### config.mk
export PLATFORM = sky130hd
export DESIGN_NAME = decode_stage
export DESIGN_NICKNAME = d
export VERILOG_FILES = /design/src/rtl/riscv_structures_pkg.sv /design/src/rtl/decode_stage_instr_decoder.sv /design/src/rtl/decode_stage.sv
export SDC_FILE = /design/constraint.sdc
export NUM_CORES = 1
export LEC_CHECK = 0
export BUFFER_PORTS_ARGS = -buffer_cell sky130_fd_sc_hd__clkbuf_2
export CORE_MARGIN = 4
export CORE_UTILIZATION = 30
export CTS_BUF_LIST = sky130_fd_sc_hd__clkbuf_8
export DETAILED_ROUTE_END_ITERATION = 8
export SKIP_LAST_GASP = 1
export SYNTH_ARGS = -nofsm -noshare
export SYNTH_HDL_FRONTEND = slang
export SYNTH_SLANG_ARGS = --single-unit
### constraint.sdc
create_clock -name clk -period 1.8 [get_ports clk]
set_clock_uncertainty 0.05 [all_clocks]
set_input_delay 0.09 -clock clk [delete_from_list [all_inputs] [get_ports clk]]
set_output_delay 0.09 -clock clk [all_outputs]
set_load 0.02 [all_outputs]
### src/rtl/riscv_structures_pkg.sv
// Shared RISC-V decode types: instruction format classes, opcode map,
// occupancy states and the decoded-entry record held by the decode stage.
package riscv_structures;

  typedef enum logic [2:0] {
    R_TYPE       = 3'd0,
    I_TYPE       = 3'd1,
    S_TYPE       = 3'd2,
    B_TYPE       = 3'd3,
    U_TYPE       = 3'd4,
    J_TYPE       = 3'd5,
    INVALID_TYPE = 3'd6
  } instr_type_e;

  typedef enum logic [1:0] {
    OCC_EMPTY = 2'd0,
    OCC_ONE   = 2'd1,
    OCC_TWO   = 2'd2
  } occ_state_e;

  localparam logic [6:0] OPC_OP       = 7'b0110011;
  localparam logic [6:0] OPC_OP_IMM   = 7'b0010011;
  localparam logic [6:0] OPC_LOAD     = 7'b0000011;
  localparam logic [6:0] OPC_JALR     = 7'b1100111;
  localparam logic [6:0] OPC_SYSTEM   = 7'b1110011;
  localparam logic [6:0] OPC_MISC_MEM = 7'b0001111;
  localparam logic [6:0] OPC_STORE    = 7'b0100011;
  localparam logic [6:0] OPC_BRANCH   = 7'b1100011;
  localparam logic [6:0] OPC_LUI      = 7'b0110111;
  localparam logic [6:0] OPC_AUIPC    = 7'b0010111;
  localparam logic [6:0] OPC_JAL      = 7'b1101111;

  typedef struct packed {
    instr_type_e itype;
    logic        illegal;
    logic [6:0]  opcode;
    logic [4:0]  rd;
    logic [4:0]  rs1;
    logic [4:0]  rs2;
    logic [2:0]  funct3;
    logic [6:0]  funct7;
    logic [24:0] instr_hi;
  } decoded_entry_t;

  // Empty slot contents: idle type class, not illegal, all fields zero.
  function automatic decoded_entry_t blank_entry(input instr_type_e idle_type);
    decoded_entry_t e;
    e = '0;
    e.itype = idle_type;
    e.illegal = 1'b0;
    return e;
  endfunction

endpackage

### src/rtl/decode_stage_instr_decoder.sv
// Combinational opcode classification and fixed-position field extraction.
module instr_decoder
  import riscv_structures::*;
(
  input  logic [31:0]    instr,
  output decoded_entry_t entry
);

  // Classify the opcode; a non-32-bit encoding (instr[1:0] != 11) is always illegal.
  always_comb begin
    entry          = '0;
    entry.opcode   = instr[6:0];
    entry.rd       = instr[11:7];
    entry.funct3   = instr[14:12];
    entry.rs1      = instr[19:15];
    entry.rs2      = instr[24:20];
    entry.funct7   = instr[31:25];
    entry.instr_hi = instr[31:7];
    entry.itype    = INVALID_TYPE;
    entry.illegal  = 1'b1;
    if (instr[1:0] == 2'b11) begin
      entry.illegal = 1'b0;
      case (instr[6:0])
        OPC_OP:                  entry.itype = R_TYPE;
        OPC_OP_IMM, OPC_LOAD, OPC_JALR,
        OPC_SYSTEM, OPC_MISC_MEM: entry.itype = I_TYPE;
        OPC_STORE:               entry.itype = S_TYPE;
        OPC_BRANCH:              entry.itype = B_TYPE;
        OPC_LUI, OPC_AUIPC:      entry.itype = U_TYPE;
        OPC_JAL:                 entry.itype = J_TYPE;
        default: begin
          entry.itype   = INVALID_TYPE;
          entry.illegal = 1'b1;
        end
      endcase
    end
  end

endmodule

### src/rtl/decode_stage.sv
// Decode stage: decodes the fetched word, then buffers it in an output
// register backed by a skid register so in_ready can be registered while
// still sustaining one instruction per cycle.
//
//  state     | meaning
//  ----------+------------------------------------------------------------
//  OCC_EMPTY | nothing held, out_valid=0, in_ready=1
//  OCC_ONE   | output register holds an entry, skid empty, in_ready=1
//  OCC_TWO   | both output and skid registers full, in_ready=0
module decode_stage
  import riscv_structures::*;
#(
  parameter int          XLEN       = 32,
  parameter instr_type_e RESET_TYPE = INVALID_TYPE
) (
  input  logic            clk,
  input  logic            rst,
  input  logic            in_valid,
  output logic            in_ready,
  input  logic [XLEN-1:0] in_instr,
  input  logic [XLEN-1:0] in_pc,
  input  logic            flush,
  output logic            out_valid,
  input  logic            out_ready,
  output instr_type_e     out_instr_type,
  output logic [24:0]     out_instr,
  output logic [6:0]      out_opcode,
  output logic [4:0]      out_rd,
  output logic [4:0]      out_rs1,
  output logic [4:0]      out_rs2,
  output logic [2:0]      out_funct3,
  output logic [6:0]      out_funct7,
  output logic [XLEN-1:0] out_pc,
  output logic            out_illegal
);

  occ_state_e     state;
  decoded_entry_t dec;
  decoded_entry_t out_q;
  decoded_entry_t skid_q;
  logic [XLEN-1:0] out_pc_q;
  logic [XLEN-1:0] skid_pc_q;
  logic            in_fire;
  logic            out_fire;

  instr_decoder u_decoder (
    .instr (in_instr[31:0]),
    .entry (dec)
  );

  assign in_fire  = in_valid && in_ready;
  assign out_fire = out_valid && out_ready;

  // Occupancy FSM with registered in_ready/out_valid; flush empties both slots.
  always_ff @(posedge clk) begin
    if (rst || flush) begin
      state     <= OCC_EMPTY;
      in_ready  <= 1'b1;
      out_valid <= 1'b0;
      out_q     <= blank_entry(RESET_TYPE);
      skid_q    <= blank_entry(RESET_TYPE);
      out_pc_q  <= '0;
      skid_pc_q <= '0;
    end else begin
      case (state)
        OCC_EMPTY: begin
          if (in_fire) begin
            out_q     <= dec;
            out_pc_q  <= in_pc;
            out_valid <= 1'b1;
            state     <= OCC_ONE;
          end
        end
        OCC_ONE: begin
          if (in_fire && out_fire) begin
            out_q    <= dec;
            out_pc_q <= in_pc;
          end else if (in_fire) begin
            skid_q    <= dec;
            skid_pc_q <= in_pc;
            in_ready  <= 1'b0;
            state     <= OCC_TWO;
          end else if (out_fire) begin
            out_q     <= blank_entry(RESET_TYPE);
            out_pc_q  <= '0;
            out_valid <= 1'b0;
            state     <= OCC_EMPTY;
          end
        end
        OCC_TWO: begin
          if (out_fire) begin
            out_q     <= skid_q;
            out_pc_q  <= skid_pc_q;
            skid_q    <= blank_entry(RESET_TYPE);
            skid_pc_q <= '0;
            in_ready  <= 1'b1;
            state     <= OCC_ONE;
          end
        end
        default: begin
          state     <= OCC_EMPTY;
          in_ready  <= 1'b1;
          out_valid <= 1'b0;
        end
      endcase
    end
  end

  assign out_instr_type = out_q.itype;
  assign out_illegal    = out_q.illegal;
  assign out_instr      = out_q.instr_hi;
  assign out_opcode     = out_q.opcode;
  assign out_rd         = out_q.rd;
  assign out_rs1        = out_q.rs1;
  assign out_rs2        = out_q.rs2;
  assign out_funct3     = out_q.funct3;
  assign out_funct7     = out_q.funct7;
  assign out_pc         = out_pc_q;

endmodule
==> flow_metrics.tcl <==
set metrics [dict create \
    grt_usage_pct 16.7 \
    async_reset_ff_share_pct 0 \
    hold_viol_final 0 \
    r2r_slack_ns -0.13 \
    crit_arrival_ns 2.20 \
    worst_r2r_path_depth 9 \
    n_antenna_cell 0 \
    yosys.area.top_type_share_pct 46.2 \
    via_per_inst 5.19 \
    cp_max_fo 5 \
    max-clock-path-buffers 2 \
    grt_pass1_wl_um 30100 \
    synth_seq_cells 140 \
    synthToLayoutAreaGrowth_pct 53.5 \
    cts_sinks 140 \
    worst_pin_slew_ns 0.625 \
    place.gp.congestion 0.807 \
    cp-start-kind "flip-flop" \
    synth_cell_types 46 \
    grt_setup_unrepaired "yes" \
    dieArea_mm2 0.0225 \
    initial_utilization_pct 30.8 \
    clock_latency_ns 0.45 \
    power_mw 7.31 \
    slew_viol_final 0 \
    r2r-end "out_instr_type[1]" \
    maxSlewHeadroom_pct 58.4 \
    routed_wl_um 21300 \
    coreArea_mm2 0.0197 \
    grt_max_degree 67 \
    min_path_cells 5 \
    cts_root_buf "clkbuf_8" \
    yosys_most_used_dff "dfxtp_1" \
    cts_max_level 4 \
    dp_hpwl_um 12400 \
    overflow 0 \
    cts_tree "done" \
    holdCritStartpoint "rst" \
    setup_violations 95 \
    power_density_mw_per_mm2 786 \
    ios 164 \
    ir_drop_mv 0.403 \
    nFillCells 1902 \
    portBuffers 163 \
    fp.dieH_um 150 \
    max_freq_ghz 0.519 \
    vias 6285 \
    netlist_instances 718 \
    synth_area_leaders "dfxtp_1, a21oi_1, nand3_1, a22oi_1, o21ai_0" \
    yosysWarnings 0 \
    fin_crit_ns 1.93 \
    drt-initial-drc-count 406 \
    cts-buffers-inserted 17 \
    hold_path_class "primary input to flip-flop" \
    syn_area_mm2 0.00606 \
    first_pass_iters 5 \
    die_w_um 150 \
    drv_cap 0 \
    holdPathEnd "out_opcode[6]" \
    p_leak_nw 3.46 \
    synth-seq-area-share_pct 46.2 \
    antenna_found_initial 0 \
    violations "negative setup slack" \
    synth_nets 792 \
    outcome "finished, violations left" \
    rows 51 \
    synth_area_per_cell_um2 8.44 \
    nets 1006 \
    tns_ns -3.89 \
    end_kind "flip-flop" \
    grt_pass1_vias 5738 \
    critPathRequiredTime_ns 2.07 \
    yosys.area.top_type "dfxtp_1" \
    route.detailed.drc 0 \
    post-route-period-util_pct 107 \
    cts.clk_slew.worst_paths_ns 0.08 \
    setup_slack_ns -0.128 \
    worstSetupPathType "flip-flop to flip-flop" \
    drive_above_1_share_pct 39.5 \
    wl_per_cell_um 17.6 \
    postRouteAntennaNets 0 \
    r2r-start "state[1]" \
    synth_edf_count 0 \
]
how the worst max path moves through the flow:
stage,startpoint,to,slack [ns],cells after the start
5_1_grt,state[0],out_instr[17],-0.17,9
3_5_place_dp,state[0],out_funct3[0],-0.06,8
3_3_place_gp,state[0],out_pc[2],-0.01,8
2_1_floorplan,state[1],out_funct7[0],0.01,7
6_report,state[1],out_instr_type[1],-0.13,9
4_1_cts,state[0],out_rs1[0],-0.06,8
worst max-delay path, stage by stage (launching register included):
cell and delay [ns]:
dfxtp_4 0.38, inv_4 0.05, ha_4 0.17, or2_4 0.23, a221oi_4 0.30, buf_12 0.17
buf_12 0.13, buf_12 0.12, clkbuf_16 0.14, o22ai_2 0.06
registers in the layout (all words and copies together), names as in the netlist, 4 cells and up:
signal	flops
out_funct7	6
out_instr	5
out_opcode	7
out_pc	32
out_rd	4
out_rs1	4
out_rs2	4
skid_pc_q	32
skid_q	36
per-layer routing:
layer	track usage [%]	share of wire (%)	vias to the layer above
met5	0	0	-
met4	4.48	1.2	0
met3	4.52	6.0	19
met2	26.8	48	208
met1	22.3	45	2996
li1	-	-	3062
final cells by class:
| class | instances | area (µm²) | share of cell area [%] |
|---|---|---|---|
| Clock buffer | 17 | 234 | 2.51 |
| Clock inverter | 15 | 151 | 1.63 |
| Inverter | 4 | 23.8 | 0.255 |
| Multi-Input combinational cell | 477 | 3320 | 35.6 |
| Sequential cell | 140 | 2810 | 30.2 |
| Tap cell | 265 | 332 | 3.56 |
| Timing Repair Buffer | 292 | 2440 | 26.2 |
through the flow:
stage               area [µm²]  instances  utilization (%)  setup WS (ns)  hold WS (ns)
finish                    9310       1210             47.3         -0.128         0.137
CTS                       8290       1189             42.2        -0.0614        0.0893
floorplan                 6070        718                -         0.0119         0.177
global route              9310       1210             47.3         -0.170         0.117
global placement          7240       1091             36.8        -0.0148         0.301
detailed placement        7240       1091             36.8        -0.0561         0.317
Yosys cell counts, types with 2 or more instances:
| cell type | count |
|---|---|
| buf_2 | 18 |
| a21o_1 | 2 |
| nand2_1 | 12 |
| a22oi_1 | 64 |
| o21ai_0 | 72 |
| buf_4 | 36 |
| a31oi_1 | 5 |
| nand3_1 | 132 |
| a21oi_1 | 134 |
| and2_1 | 4 |
| nor2_1 | 6 |
| nand2b_1 | 2 |
| and4_1 | 2 |
| buf_1 | 6 |
| o21a_1 | 3 |
| a221o_1 | 2 |
| clkbuf_2 | 6 |
| nand4_1 | 3 |
| a22o_1 | 2 |
| or2_2 | 3 |
| inv_1 | 4 |
| nor4b_1 | 2 |
| o22ai_1 | 2 |
| dfxtp_1 | 140 |
| clkbuf_1 | 31 |
| ha_1 | 5 |
where the power goes:
| part | leakage (nW) | switching (mW) | internal (mW) | total, mW |
|---|---|---|---|---|
| sequential | 1.14 | 0.0753 | 3.21 | 3.28 |
| combinational | 2.13 | 0.843 | 0.687 | 1.53 |
| clock | 0.185 | 1.27 | 1.22 | 2.50 |
cell families after synthesis:
family	count (synthesis)	share of synthesized area, %
muxes	1	0.165
AOI/OAI and AO/OA	296	28.5
DFF	140	46.2
buffers and inverters	101	8.98
adders and majority gates	5	1.03
and+or+nand+nor	175	15.0
what timing repair did:
action | in CTS | in global routing
hold buffers | 65 | 0
pin swaps | 0 | 86
endpoints found under the hold margin | 127 | 0
setup endpoints to repair | 62 | 137
buffers inserted | 1 | 7
gates resized for setup | 2 | 162
gates cloned | 0 | 15
layout by cell type (no fill, tap or decap), types with 3 or more instances in the layout:
| cell | synthesis | layout |
|---|---|---|
| o21ai_2 | 0 | 13 |
| nand2_1 | 12 | 11 |
| clkinv_2 | 0 | 3 |
| o21ai_0 | 72 | 46 |
| a22oi_1 | 64 | 64 |
| clkbuf_2 | 6 | 163 |
| clkinvlp_4 | 0 | 6 |
| buf_12 | 0 | 18 |
| dfxtp_1 | 140 | 138 |
| dlygate4sd3_1 | 0 | 65 |
| o21a_1 | 3 | 3 |
| buf_4 | 36 | 21 |
| o21ai_4 | 0 | 3 |
| buf_6 | 0 | 12 |
| a31oi_1 | 5 | 5 |
| and2_1 | 4 | 3 |
| a21oi_1 | 134 | 95 |
| o21ai_1 | 0 | 10 |
| clkbuf_16 | 0 | 11 |
| nor2_1 | 6 | 5 |
| nand4_1 | 3 | 3 |
| or2_2 | 3 | 3 |
| nand3_4 | 0 | 15 |
| clkinv_4 | 0 | 3 |
| clkbuf_8 | 0 | 17 |
| nand3_2 | 0 | 23 |
| nand3_1 | 132 | 94 |
| a21oi_2 | 0 | 39 |
Note: power is estimated with default switching activity, not from simulation.
